### src/rtl/uart_fifo_bridge.sv
// UART bridge: TX byte FIFO feeding a launch FSM, RX FSM filling a show-ahead
// RX FIFO with a sticky overflow flag.
module uart_fifo_bridge #(
  parameter int unsigned DEPTH = 16
) (
  input  logic       clk,
  input  logic       reset,
  input  logic [7:0] tx_data,
  input  logic       tx_push,
  output logic       tx_full,
  output logic       tx_empty,
  output logic [7:0] rx_data,
  input  logic       rx_pop,
  output logic       rx_empty,
  output logic       rx_overflow,
  input  logic       ovf_clr,
  output logic [7:0] uart_din,
  output logic       uart_wr_en,
  input  logic       uart_tx_busy,
  input  logic       uart_rdy,
  input  logic [7:0] uart_dout,
  output logic       uart_rdy_clr
);

  localparam int unsigned AW = $clog2(DEPTH);
  localparam logic [AW-1:0] PTR_ONE  = AW'(1);
  localparam logic [AW:0]   CNT_ONE  = (AW+1)'(1);
  localparam logic [AW:0]   CNT_FULL = (AW+1)'(DEPTH);

  typedef enum logic [1:0] {
    IDLE,
    LAUNCH,
    WAIT_BUSY,
    WAIT_DONE
  } tx_state_e;

  typedef enum logic {
    RX_IDLE,
    RX_ACK
  } rx_state_e;

  // TX path state
  logic [7:0]    r_tx_mem [DEPTH];
  logic [AW-1:0] r_tx_wr_ptr;
  logic [AW-1:0] r_tx_rd_ptr;
  logic [AW:0]   r_tx_count;
  tx_state_e     r_tx_state;
  tx_state_e     w_tx_next;
  logic [7:0]    r_uart_din;

  // RX path state
  logic [7:0]    r_rx_mem [DEPTH];
  logic [AW-1:0] r_rx_wr_ptr;
  logic [AW-1:0] r_rx_rd_ptr;
  logic [AW:0]   r_rx_count;
  rx_state_e     r_rx_state;
  rx_state_e     w_rx_next;
  logic          r_rdy_clr;
  logic          r_overflow;

  logic w_tx_full;
  logic w_tx_empty_fifo;
  logic w_tx_push_ok;
  logic w_tx_pop;
  logic w_rx_full;
  logic w_rx_empty_fifo;
  logic w_rx_capture;
  logic w_rx_pop_ok;
  logic w_rx_push_ok;
  logic w_rx_drop;

  assign w_tx_full       = (r_tx_count == CNT_FULL);
  assign w_tx_empty_fifo = (r_tx_count == '0);
  // Full is judged before any launch pop, so a push at full is always lost.
  assign w_tx_push_ok    = tx_push && !w_tx_full;
  assign w_tx_pop        = (r_tx_state == IDLE) && !w_tx_empty_fifo && !uart_tx_busy;

  assign w_rx_full       = (r_rx_count == CNT_FULL);
  assign w_rx_empty_fifo = (r_rx_count == '0);
  assign w_rx_capture    = (r_rx_state == RX_IDLE) && uart_rdy;
  assign w_rx_pop_ok     = rx_pop && !w_rx_empty_fifo;
  // A pop in the same cycle frees the slot, so a receive at full still lands.
  assign w_rx_push_ok    = w_rx_capture && (!w_rx_full || w_rx_pop_ok);
  assign w_rx_drop       = w_rx_capture && w_rx_full && !w_rx_pop_ok;

  // ---------------- TX FSM ----------------
  always_comb begin
    w_tx_next = r_tx_state;
    case (r_tx_state)
      IDLE:      if (w_tx_pop)      w_tx_next = LAUNCH;
      LAUNCH:                       w_tx_next = WAIT_BUSY;
      WAIT_BUSY: if (uart_tx_busy)  w_tx_next = WAIT_DONE;
      WAIT_DONE: if (!uart_tx_busy) w_tx_next = IDLE;
      default:                      w_tx_next = IDLE;
    endcase
  end

  always_ff @(posedge clk or negedge reset) begin
    if (!reset) begin
      r_tx_state <= IDLE;
      r_uart_din <= '0;
    end else begin
      r_tx_state <= w_tx_next;
      if (w_tx_pop) r_uart_din <= r_tx_mem[r_tx_rd_ptr];
    end
  end

  // ---------------- TX FIFO ----------------
  always_ff @(posedge clk) begin
    if (w_tx_push_ok) r_tx_mem[r_tx_wr_ptr] <= tx_data;
  end

  always_ff @(posedge clk or negedge reset) begin
    if (!reset) begin
      r_tx_wr_ptr <= '0;
      r_tx_rd_ptr <= '0;
      r_tx_count  <= '0;
    end else begin
      if (w_tx_push_ok) r_tx_wr_ptr <= r_tx_wr_ptr + PTR_ONE;
      if (w_tx_pop)     r_tx_rd_ptr <= r_tx_rd_ptr + PTR_ONE;
      case ({w_tx_push_ok, w_tx_pop})
        2'b10:   r_tx_count <= r_tx_count + CNT_ONE;
        2'b01:   r_tx_count <= r_tx_count - CNT_ONE;
        default: r_tx_count <= r_tx_count;
      endcase
    end
  end

  // ---------------- RX FSM ----------------
  always_comb begin
    w_rx_next = r_rx_state;
    case (r_rx_state)
      RX_IDLE: if (uart_rdy)  w_rx_next = RX_ACK;
      RX_ACK:  if (!uart_rdy) w_rx_next = RX_IDLE;
      default:                w_rx_next = RX_IDLE;
    endcase
  end

  always_ff @(posedge clk or negedge reset) begin
    if (!reset) begin
      r_rx_state <= RX_IDLE;
      r_rdy_clr  <= 1'b0;
      r_overflow <= 1'b0;
    end else begin
      r_rx_state <= w_rx_next;
      r_rdy_clr  <= w_rx_capture;
      if (w_rx_drop)    r_overflow <= 1'b1;
      else if (ovf_clr) r_overflow <= 1'b0;
    end
  end

  // ---------------- RX FIFO ----------------
  always_ff @(posedge clk) begin
    if (w_rx_push_ok) r_rx_mem[r_rx_wr_ptr] <= uart_dout;
  end

  always_ff @(posedge clk or negedge reset) begin
    if (!reset) begin
      r_rx_wr_ptr <= '0;
      r_rx_rd_ptr <= '0;
      r_rx_count  <= '0;
    end else begin
      if (w_rx_push_ok) r_rx_wr_ptr <= r_rx_wr_ptr + PTR_ONE;
      if (w_rx_pop_ok)  r_rx_rd_ptr <= r_rx_rd_ptr + PTR_ONE;
      case ({w_rx_push_ok, w_rx_pop_ok})
        2'b10:   r_rx_count <= r_rx_count + CNT_ONE;
        2'b01:   r_rx_count <= r_rx_count - CNT_ONE;
        default: r_rx_count <= r_rx_count;
      endcase
    end
  end

  // ---------------- Outputs ----------------
  assign tx_full      = w_tx_full;
  assign tx_empty     = w_tx_empty_fifo && (r_tx_state == IDLE);
  assign uart_din     = r_uart_din;
  assign uart_wr_en   = (r_tx_state == LAUNCH);
  // Head is masked while empty so stale memory never shows after reset.
  assign rx_data      = w_rx_empty_fifo ? '0 : r_rx_mem[r_rx_rd_ptr];
  assign rx_empty     = w_rx_empty_fifo;
  assign rx_overflow  = r_overflow;
  assign uart_rdy_clr = r_rdy_clr;

endmodule
### config.mk
export PLATFORM = sky130hd
export DESIGN_NAME = uart_fifo_bridge
export DESIGN_NICKNAME = d
export VERILOG_FILES = /design/src/rtl/uart_fifo_bridge.sv
export SDC_FILE = /design/constraint.sdc
export NUM_CORES = 1
export LEC_CHECK = 0
export BUFFER_PORTS_ARGS = -buffer_cell sky130_fd_sc_hd__buf_2
export CORE_MARGIN = 3
export CORE_UTILIZATION = 65
export CTS_CLUSTER_DIAMETER = 150
export DETAILED_ROUTE_END_ITERATION = 6
export PLACE_DENSITY = 0.79
export SLEW_MARGIN = 15
export SYNTH_ARGS = -nofsm -noshare
export SYNTH_HDL_FRONTEND = slang
export SYNTH_SLANG_ARGS = --single-unit
export TNS_END_PERCENT = 1
### constraint.sdc
create_clock -name clk -period 5.75 [get_ports clk]
set_input_delay 1.15 -clock clk [delete_from_list [all_inputs] [get_ports clk]]
set_output_delay 1.15 -clock clk [all_outputs]
set_load 0.03 [all_outputs]
### Yosys cells after proc, flatten, opt, wreduce, memory -nomap -nowiden

Memory sizes are Yosys's and may differ from the RTL's. A register that Yosys moved wholly into a read port is not among the register bits.
Index checks and enable logic that the tools add are counted.

* input port bits: 23
* bits in writable memories: 256
* output and inout bits: 22
* flip-flop bits (word level): 31
* memories kept: 2
* logic and storage cells: 71

Memories
* r_rx_mem: depth 16, width 8, rd ports 1, clocked after Yosys merged registers in 0, wr ports 1, RTL line 52 `logic [7:0] r_rx_mem [DEPTH];`
* r_tx_mem: depth 16, width 8, rd ports 1, clocked after Yosys merged registers in 1, wr ports 1, RTL line 43 `logic [7:0] r_tx_mem [DEPTH];`

* reductions and logical operators: 24
* equal/unequal tests: 12
* muxes and demuxes: 14
* add/sub/neg operators: 8
* bitwise operators: 1

Operators with widths (number)
* $pmux 5 s2: 2
* $add 4x1->4 const B: 4
* $add 5x1->5 const B: 2
* $eq 5x5->1 const B: 2
* $logic_not 5->1: 2
* $sub 5x1->5 const B: 2
* $logic_and 1x1->1: 9
* $eq 2x2->1 const B: 4
* $mux 8: 1
* $pmux 2 s4: 1
* $logic_not 1->1: 7
* $mux 1: 7
* $eq 2x1->1 const B: 3
* $mux 2: 3
* $ne 2x2->1 const B: 3
* $reduce_bool 2->1: 3
* $reduce_and 3->1: 1
* $logic_not 2->1: 1
* $logic_or 1x1->1: 1
* $not 1->1: 1

### Depth between registers and ports, before layout

Gate-level depths: netlist (run 1).

* depth in word-level cells: 7
* mapped depth: 13
* mapped depth without buffers: 11

### Worst setup path before layout (run 1)

No wires, ideal clock.

* path type: register -> output
* start: register r_rx_count[0]
* end: output rx_data[0]
* setup slack: 2.436 ns
* data required time: 4.600 ns
* arrival: 2.164 ns
* buffers on the path: 2
* cell stages (with the launch flop): 7
* cells stage by stage: dfrtp_1 or4_4 buf_6 nor2_1 or2_2 clkbuf_1 o22ai_1

* word-level cells in the longest chain between the ends: 2

RTL lines
* start: declaration: RTL line 55 `logic [AW:0] r_rx_count;`
* start signal: assignment: RTL line 166 `2'b10: r_rx_count <= r_rx_count + CNT_ONE;`
* start signal: assignment: RTL line 167 `2'b01: r_rx_count <= r_rx_count - CNT_ONE;`
* start signal: assignment: RTL line 168 `default: r_rx_count <= r_rx_count;`
* $logic_not 5->1: RTL line 79 `assign w_rx_empty_fifo = (r_rx_count == '0);`
* net rx_empty: RTL line 14 `output logic rx_empty,`
* $mux 8: RTL line 179 `assign rx_data = w_rx_empty_fifo ? '0 : r_rx_mem[r_rx_rd_ptr];`
* end: declaration: RTL line 12 `output logic [7:0] rx_data,`

The timed path passes the listed nets, and every way through them passes these cells.

### Worst setup path after layout (run 1)

* start: register r_rx_rd_ptr[0]
* end: output rx_data[2]

* word-level cells in the longest chain between the ends: 2

RTL lines
* start: declaration: RTL line 54 `logic [AW-1:0] r_rx_rd_ptr;`
* start signal: assignment: RTL line 164 `if (w_rx_pop_ok) r_rx_rd_ptr <= r_rx_rd_ptr + PTR_ONE;`
* $mem_v2 16x8
* $mux 8: RTL line 179

No other way between the ends.

==> results of run 1 <==
[layer usage]
layer  vias to the layer above  track usage, %  wire, um
met5                         -               0        18
met4                         2            8.38       784
met3                        60            3.81      1160
met2                       203            42.1     12700
met1                      3165            30.4      8720
li1                       2610               -         -
[final timing paths]
path,startpoint,endpoint,slack (ps),cells after the start
max reg2reg,r_tx_state[0],r_tx_count[4],2500,11
min,r_rx_count[2],r_rx_count[2],530,1
min reg2reg,r_rx_count[2],r_rx_count[2],530,1
max in group asynchronous,reset,r_rx_rd_ptr[0],4350,1
max,r_rx_rd_ptr[0],rx_data[2],1750,5
min in group asynchronous,reset,r_tx_count[1],740,1
[power groups by stage]
stage / sequential [W] / combinational (W) / clock (W)
final: 0.00289 / 0.00199 / 0.00198
after detailed placement: 0.00292 / 0.00198 / 0
after global placement: 0.00290 / 0.00190 / 0
after global routing: 0.00292 / 0.00216 / 0.00209
after floorplan: 0.00279 / 0.00159 / 0
after CTS: 0.00288 / 0.00200 / 0.00200
[area by class of cell]
cell class | count | area, um^2 | area share, %
inverter | 17 | 68.8 | 0.510
clock buffer | 39 | 803 | 5.95
tap | 229 | 287 | 2.12
clock inverter | 15 | 213 | 1.58
multi-input combinational | 277 | 3150 | 23.4
timing repair buffer | 55 | 303 | 2.24
sequential | 295 | 8670 | 64.2
[critical path, stage by stage, from the launching register on]
cell,delay [ps]
sky130_fd_sc_hd__dfrtp_2,810
sky130_fd_sc_hd__buf_4,430
sky130_fd_sc_hd__mux4_2,540
sky130_fd_sc_hd__mux2i_1,200
sky130_fd_sc_hd__o22ai_1,110
sky130_fd_sc_hd__buf_2,220
[stage by stage]
stage | total power (W) | utilization, % | hold WS [ps]
final | 0.00686 | 74.9 | 529
after global routing | 0.00717 | 74.9 | 554
after CTS | 0.00689 | 74.7 | 522
after detailed placement | 0.00491 | 69.1 | 509
after global placement | 0.00480 | 69.1 | 495
after floorplan | 0.00437 | - | 473
[sequential cells by signal, indices dropped and copies added (netlist names)]
| signal | flops |
|---|---|
| r_tx_rd_ptr | 4 |
| uart_din | 8 |
| r_tx_count | 5 |
| rx_overflow | 1 |
| uart_rdy_clr | 1 |
| r_tx_state | 2 |
| r_rx_count | 5 |
| r_rx_rd_ptr | 4 |
| r_rx_mem | 128 |
| r_tx_wr_ptr | 4 |
| r_rx_wr_ptr | 4 |
| r_tx_mem | 128 |
| r_rx_state | 1 |
[cell families (layout without fill, tap and decap cells)]
| logic type | count (synthesis) | after routing |
|---|---|---|
| muxes | 97 | 97 |
| buffers and inverters | 51 | 126 |
| DFF | 295 | 295 |
| adders and majority gates | 23 | 23 |
| AOI/OAI and AO/OA | 60 | 60 |
| and+or+nand+nor | 77 | 77 |
| xor gates and xnor gates | 20 | 20 |
[placed cells by master (no fill, tap or decap), types with 11 or more instances in the layout]
master / netlist / layout
sky130_fd_sc_hd__a21oi_1: 13 / 12
sky130_fd_sc_hd__edfxtp_1: 256 / 256
sky130_fd_sc_hd__nand2_1: 11 / 11
sky130_fd_sc_hd__xnor2_1: 15 / 15
sky130_fd_sc_hd__nor2_1: 21 / 21
sky130_fd_sc_hd__inv_1: 16 / 16
sky130_fd_sc_hd__buf_2: 8 / 44
sky130_fd_sc_hd__ha_1: 22 / 22
sky130_fd_sc_hd__dfrtp_1: 39 / 37
sky130_fd_sc_hd__mux2i_1: 18 / 18
sky130_fd_sc_hd__mux2_2: 13 / 13
sky130_fd_sc_hd__clkbuf_16: 0 / 29
sky130_fd_sc_hd__o22ai_1: 24 / 24
sky130_fd_sc_hd__mux4_2: 64 / 64
sky130_fd_sc_hd__buf_4: 0 / 11
==> results.md, run 1 <==
- The run finished with clean final reports.
- The first routing iteration left 546 violations.
- In this run the deepest clock path goes through 3 buffers.
- The number of clock buffers inserted by TritonCTS is 29.
- After layout, the worst setup slack is 1750 ps.
- Global routing used 23.8% of the available tracks.
- The count of vias placed by the detailed router is 6040.
- After detailed placement, the total cell area comes to 12500 um^2.
- The number of global-route vias before repair is 6468.
- Prior to clock tree synthesis, the placed netlist has a worst setup slack of 1910 ps.
- The largest net degree at the start of global routing is 40.
- In this run, placement finished with an instance count of 873.
- The average cell area after synthesis is 19.2 um^2.
- The fmax is 250 MHz.
- The number of core rows is 49.
- The post-cts repair resize count is 0.
- The first-pass iteration count of the detailed router is 5.
- The die extent in x is 142 um.
- Data arrives at the worst endpoint at 2850 ps.
- The congestion estimate from routability-driven global placement came to 0.777.
- The synthesized netlist devotes 3.34% of its cell area to compound gates.
- The die covers 20100 um^2.
- The net count after synthesis is 669.
- At the worst endpoint, the required time is 4600 ps.
- The total grt overflow is 0.
- The synthesized netlist devotes 1.46% of its cell area to XOR and XNOR gates.
- At the later pin of the worst-skew pair, clock insertion delay measures 540 ps.
- The combinational share of power is 29.0%.
- The worst-margin pin slew is 1230 ps.
- The dominant synthesized flop cell is sky130_fd_sc_hd__edfxtp_1.
- The total count of max-transition violations in the final report was 0.
- The number of I/O port buffers is 44.
- The smallest clock period supported by the final layout is computed as 4000 ps.
- Headroom to the max-slew limit came out at 16.8%.
- Across the routed clock network, the largest skew measured is 15.4 ps.
- The number of warnings issued by yosys is 0.
- The simple-gate share of the synthesized area is 3.68%.
- After technology mapping, the gate count stands at 623.
- The count of flip-flops with a built-in enable after synthesis is 256.
- Of the available clock period, the critical path in the final layout requires 69.6%.
- TritonCTS built the clock tree.
- The placed wire-length estimate is 14500 um.
- Relative to the synthesized area, the layout overhead comes to 12.6%.
- The leakage power summed over all cells is 4.64 nW.
- Power spread over the standard cell area amounts to 508 nW/um^2.
- The post-detailed-route via-to-cell ratio is 6.52.
- The internal portion of the total power is 0.00472 W.
- The final setup violation count is 0.
- The core region area is 18000 um^2.
- Dividing the detail-routed wire length by the instance count gives 25.2 um.
- The clock share of power is 28.8%.
- By area the synthesized netlist is led by sky130_fd_sc_hd__edfxtp_1, sky130_fd_sc_hd__mux4_2, sky130_fd_sc_hd__dfrtp_1.
- The finished cells cover 13500 um^2.
- The clock edge transition at the registers on the reported setup and hold paths is 60 ps.
- The starting utilization of the core area is 66.5%.
- The sequential group share of total power is 42.2%.
- The biggest area consumer among synthesized cells is sky130_fd_sc_hd__edfxtp_1.
- The switching share of total power is 31.2%.
- STA classifies the critical path endpoint as an output pin.
- Summing every instance area after synthesis gives 12000 um^2.
- The number of levels in the clock H-tree is 1.
- The class of the tightest hold or removal check is flop to flop.
- By count the netlist is led by sky130_fd_sc_hd__edfxtp_1, sky130_fd_sc_hd__mux4_2, sky130_fd_sc_hd__dfrtp_1.
- The fill cell total of the finished layout is 1010.
- The adder-cell share of the synthesized area is 2.47%.
- The number of nets in the final layout is 721.
- The kind of critical path is flop to output pin.
- 45 I/O pins were placed.
- The aggregate routed wire length is 23300 um.
- The share of synthesized flip-flops with an asynchronous set or reset is 13.2%.
- The count of different cell masters after synthesis is 53.
- After synthesis the netlist holds a flip-flop and latch count of 295.
- The global-route wire length before repair is 36400 um.
- The highest net fanout along the worst path is 21.
- The number of diodes added for antenna fixing is 0.
- The most frequently used cell type in the post-synthesis netlist is sky130_fd_sc_hd__edfxtp_1.
- The combinational family with the most area after synthesis is multiplexers.
- For this run, the register share of the synthesized area comes to 72.3%.
- The worst-case IR drop observed on VDD is 0.487 mV.
- Measured along the y axis, the die boundary spans 142 um.
- The post-route netlist has 27.7% of its cells at a drive strength greater than 1.
- The share of cell area taken by muxes after synthesis is 14.9%.
- The clock tree root buffer cell is sky130_fd_sc_hd__clkbuf_16.
- The area share of the leading cell type in the synthesized netlist is 64.2%.
- The final routed DRC violation total is 0.
- The initial antenna violation count was 1.
- Setup repair after global routing left no endpoint under its margin.
- The hold violation total from the final report was 0.
- The startpoint type of the worst setup path is a flop.
- Counting every sink on the clock net gives 295.
- For the final routed database, the setup TNS stands at 0 ps.
- The post-CTS setup buffer count is 0.
- The net switching component of the power is 0.00214 W.
- The total of max-cap violations is 0.
- Leaving out filler cells and counting taps, the final layout contains 927.
- The count of nets left with antenna violations once routing finished came out at 0.
- The count of hold buffers inserted by post-cts repair is 0.
(Power assumes the default switching activity.)
==> run 2, diff against run 1 <==
--- a/config.mk
+++ b/config.mk
@@ -7,10 +7,10 @@
 export LEC_CHECK = 0
 export BUFFER_PORTS_ARGS = -buffer_cell sky130_fd_sc_hd__buf_2
 export CORE_MARGIN = 3
-export CORE_UTILIZATION = 65
+export CORE_UTILIZATION = 61
 export CTS_CLUSTER_DIAMETER = 150
 export DETAILED_ROUTE_END_ITERATION = 6
-export PLACE_DENSITY = 0.79
+export PLACE_DENSITY = 0.75
 export SLEW_MARGIN = 15
 export SYNTH_ARGS = -nofsm -noshare
 export SYNTH_HDL_FRONTEND = slang
==> constraint.sdc (replaced) <==
create_clock -name clk -period 3.9 [get_ports clk]
set_input_delay 0.78 -clock clk [delete_from_list [all_inputs] [get_ports clk]]
set_output_delay 0.78 -clock clk [all_outputs]
set_load 0.03 [all_outputs]
==> results.md, run 2 (synthesis gave the netlist of run 1 again) <==
- Result of the run: finished clean (unchanged).
- The average wire per standard cell is 23.1 um (was 25.2 um).
- The area occupied by multi-input gates came to 3130 um^2 (was 3150 um^2).
- The number of I/O port buffers was 44 (unchanged).
- The total count of max-transition violations in the final report is 0 (unchanged).
- The worst slew slack as a fraction of its limit is 33.9% (was 16.8%).
- The ratio of total power to cell area was 748 nW/um^2 (was 508 nW/um^2).
- The setup slack of the worst register-to-register path came to 930 ps (was 2500 ps).
- The number of global-route vias before repair is 6241 (was 6468).
- The final weighted congestion in routability-driven placement is 0.775 (was 0.777).
- The initial antenna violation count is 0 (was 1).
- The remaining number of nets flagged by the antenna check after routing came to 0 (unchanged).
- The routed length on met1 was 9850 um (was 8720 um).
- The class of the tightest hold or removal check was input pin to async pin (was flop to flop).
- RSZ-0062 raised after global routing: false (unchanged).
- The data arrival time of the critical path was 2780 ps (was 2850 ps).
- The final setup violation count is 0 (unchanged).
- The core region area was 19000 um^2 (was 18000 um^2).
- The ratio of final minimum period to clock period is 91.2%.
- The largest net degree at the start of global routing was 40 (unchanged).
- The die outline area is 21400 um^2 (was 20100 um^2).
- The uppermost signal routing layer after detailed routing is met4 (was met5).
- The number of clock buffers inserted by TritonCTS was 29 (unchanged).
- The aggregate routed wire length is 22400 um (was 23300 um).
- The met3 layer wire length in the routed design came to 1240 um (was 1160 um).
- The starting utilization of the core area is 63.0% (was 66.5%).
- The worst-margin pin slew is 987 ps (was 1230 ps).
- The worst hold slack is 353 ps (was 529 ps).
- The proportion of layout cells with a drive suffix above 1 is 28.4% (was 27.7%).
- The startpoint type of the worst setup path is a flop (unchanged).
- The clock tree from TritonCTS is done (unchanged).
- The worst reg2reg path depth is 10 (was 11).
- The data required time at the worst endpoint is 3120 ps (was 4600 ps).
- The die extent in y is 146 um (was 142 um).
- The core utilization of the finished layout is 71.5% (was 74.9%).
- Top library cells by usage in the layout, fill and taps aside: sky130_fd_sc_hd__edfxtp_1, sky130_fd_sc_hd__mux4_2, sky130_fd_sc_hd__buf_2 (unchanged).
- The final setup skew is 11.2 ps (was 15.4 ps).
- The worst path needs 3560 ps of the cycle, external delays included.
- The footprint of the flip-flops and latches came to 8670 um^2 (unchanged).
- The maximum ir drop on the vdd rail came to 0.456 mV (was 0.487 mV).
- The detailed-routed wire length on met2 is 10900 um (was 12700 um).
- The number of DRC markers after the initial detailed-route iteration is 552 (was 546).
- The post-cts repair resize count is 0 (unchanged).
- The first-pass iteration count of the detailed router was 5 (unchanged).
- The clock edge transition at the registers on the reported setup and hold paths is 60 ps (about the same).
- The number of ports placed on the die boundary is 45 (unchanged).
- The die extent in x is 146 um (was 142 um).
- The count of hold buffers inserted by post-cts repair is 0 (unchanged).
- The fill cell total of the finished layout came to 1156 (was 1010).
- The number of diodes added for antenna fixing is 0 (unchanged).
- The count of vias placed by the detailed router is 5970 (was 6040).
- The clock sink total came to 295 (unchanged).
- The element type at the critical path end was an output pin (unchanged).
- The global-route wire length before repair came to 35700 um (was 36400 um).
- The post-CTS setup buffer count was 0 (unchanged).
- The number of levels in the clock H-tree came to 1 (unchanged).
- The placed wire-length estimate was 14100 um (was 14500 um).
- The number of nets in the final layout was 730 (was 721).
- The reg-to-reg endpoint is r_tx_count[4] (unchanged).
- The launching point of the worst reg2reg path is r_tx_count[1] (was r_tx_state[0]).
- The number of core rows is 50 (was 49).
- The relative area change from synthesis to final layout is 13.5% (was 12.6%).
- The overall track demand over capacity in global routing is 21.6% (was 23.8%).
- The post-detailed-route via-to-cell ratio is 6.17 (was 6.52).
- The leakage power summed over all cells came to 4.69 nW (was 4.64 nW).
- The clock insertion delay at the later pin of the skew report is 540 ps (about the same).
- The total grt overflow is 0 (unchanged).
- The hold violation total from the final report was 0 (unchanged).
- The final routed DRC violation total came to 0 (unchanged).
- The total negative slack for setup checks is 0 ps (unchanged).
- The highest net fanout along the worst path was 21 (unchanged).
- The total of max-cap violations is 0 (unchanged).
- The leading cell type in the layout, fill and taps excluded is sky130_fd_sc_hd__edfxtp_1 (unchanged).
- The maximum buffer depth of the clock tree came to 3 (unchanged).
- The fmax is 281 MHz.
- The clock tree root buffer cell is sky130_fd_sc_hd__clkbuf_16 (unchanged).
- The kind of critical path is flop to output pin (unchanged).
[run 2: cell types whose count changed in the layout (fill, tap and decap cells not counted), sizes merged]
cell	delta
buf	+9
bufinv	+1
clkbuf	-2
clkinv	+3
clkinvlp	-1
inv	-1
[run 2: metrics by stage]
stage / total power [W] / worst slack (ps) / instances / cell area [um^2]
2_1_floorplan: 0.00645 / 956 / 623 / 12000
3_3_place_gp: 0.00711 / 887 / 913 / 12600
3_5_place_dp: 0.00726 / 850 / 913 / 12600
4_1_cts: 0.0102 / 263 / 967 / 13600
5_1_grt: 0.0107 / 157 / 967 / 13600
6_report: 0.0102 / 344 / 967 / 13600
[run 2: power breakdown]
| part | total [W] | leakage (nW) | switching, W | internal, W |
|---|---|---|---|---|
| combinational | 0.00285 | 1.42 | 0.00149 | 0.00136 |
| clock | 0.00297 | 0.507 | 0.00115 | 0.00182 |
| sequential | 0.00435 | 2.76 | 0.000513 | 0.00383 |
| total | 0.0102 | 4.69 | 0.00315 | 0.00701 |
[run 2: worst max-delay path by stage]
stage / startpoint / endpoint / slack [ps] / cells after the start
3_3_place_gp: r_rx_rd_ptr[0] / rx_data[5] / 890 / 5
5_1_grt: r_rx_rd_ptr[0] / rx_data[4] / 160 / 5
6_report: r_rx_rd_ptr[0] / rx_data[4] / 340 / 5
2_1_floorplan: r_rx_count[0] / rx_data[0] / 960 / 6
3_5_place_dp: r_rx_rd_ptr[0] / rx_data[5] / 850 / 5
4_1_cts: r_rx_rd_ptr[0] / rx_data[4] / 260 / 5
[run 2: final cells by class]
class,count,area share [%]
multi-input combinational,277,23.0
clock inverter,17,1.93
sequential,295,63.7
inverter,17,0.506
tap,260,2.39
timing repair buffer,64,2.72
clock buffer,37,5.71
[run 2: routing by layer]
| layer | GRT usage, % | up-vias |
|---|---|---|
| met2 | 34.3 | 176 |
| met4 | 4.99 | 0 |
| met5 | 0 | - |
| met1 | 32.6 | 3136 |
| li1 | - | 2627 |
| met3 | 3.51 | 31 |
[run 2: critical path: stages, from the launching register on]
cell,delay [ps]
sky130_fd_sc_hd__dfrtp_2,800
sky130_fd_sc_hd__buf_4,350
sky130_fd_sc_hd__mux4_2,520
sky130_fd_sc_hd__mux2i_1,230
sky130_fd_sc_hd__o22ai_1,110
sky130_fd_sc_hd__buf_2,220
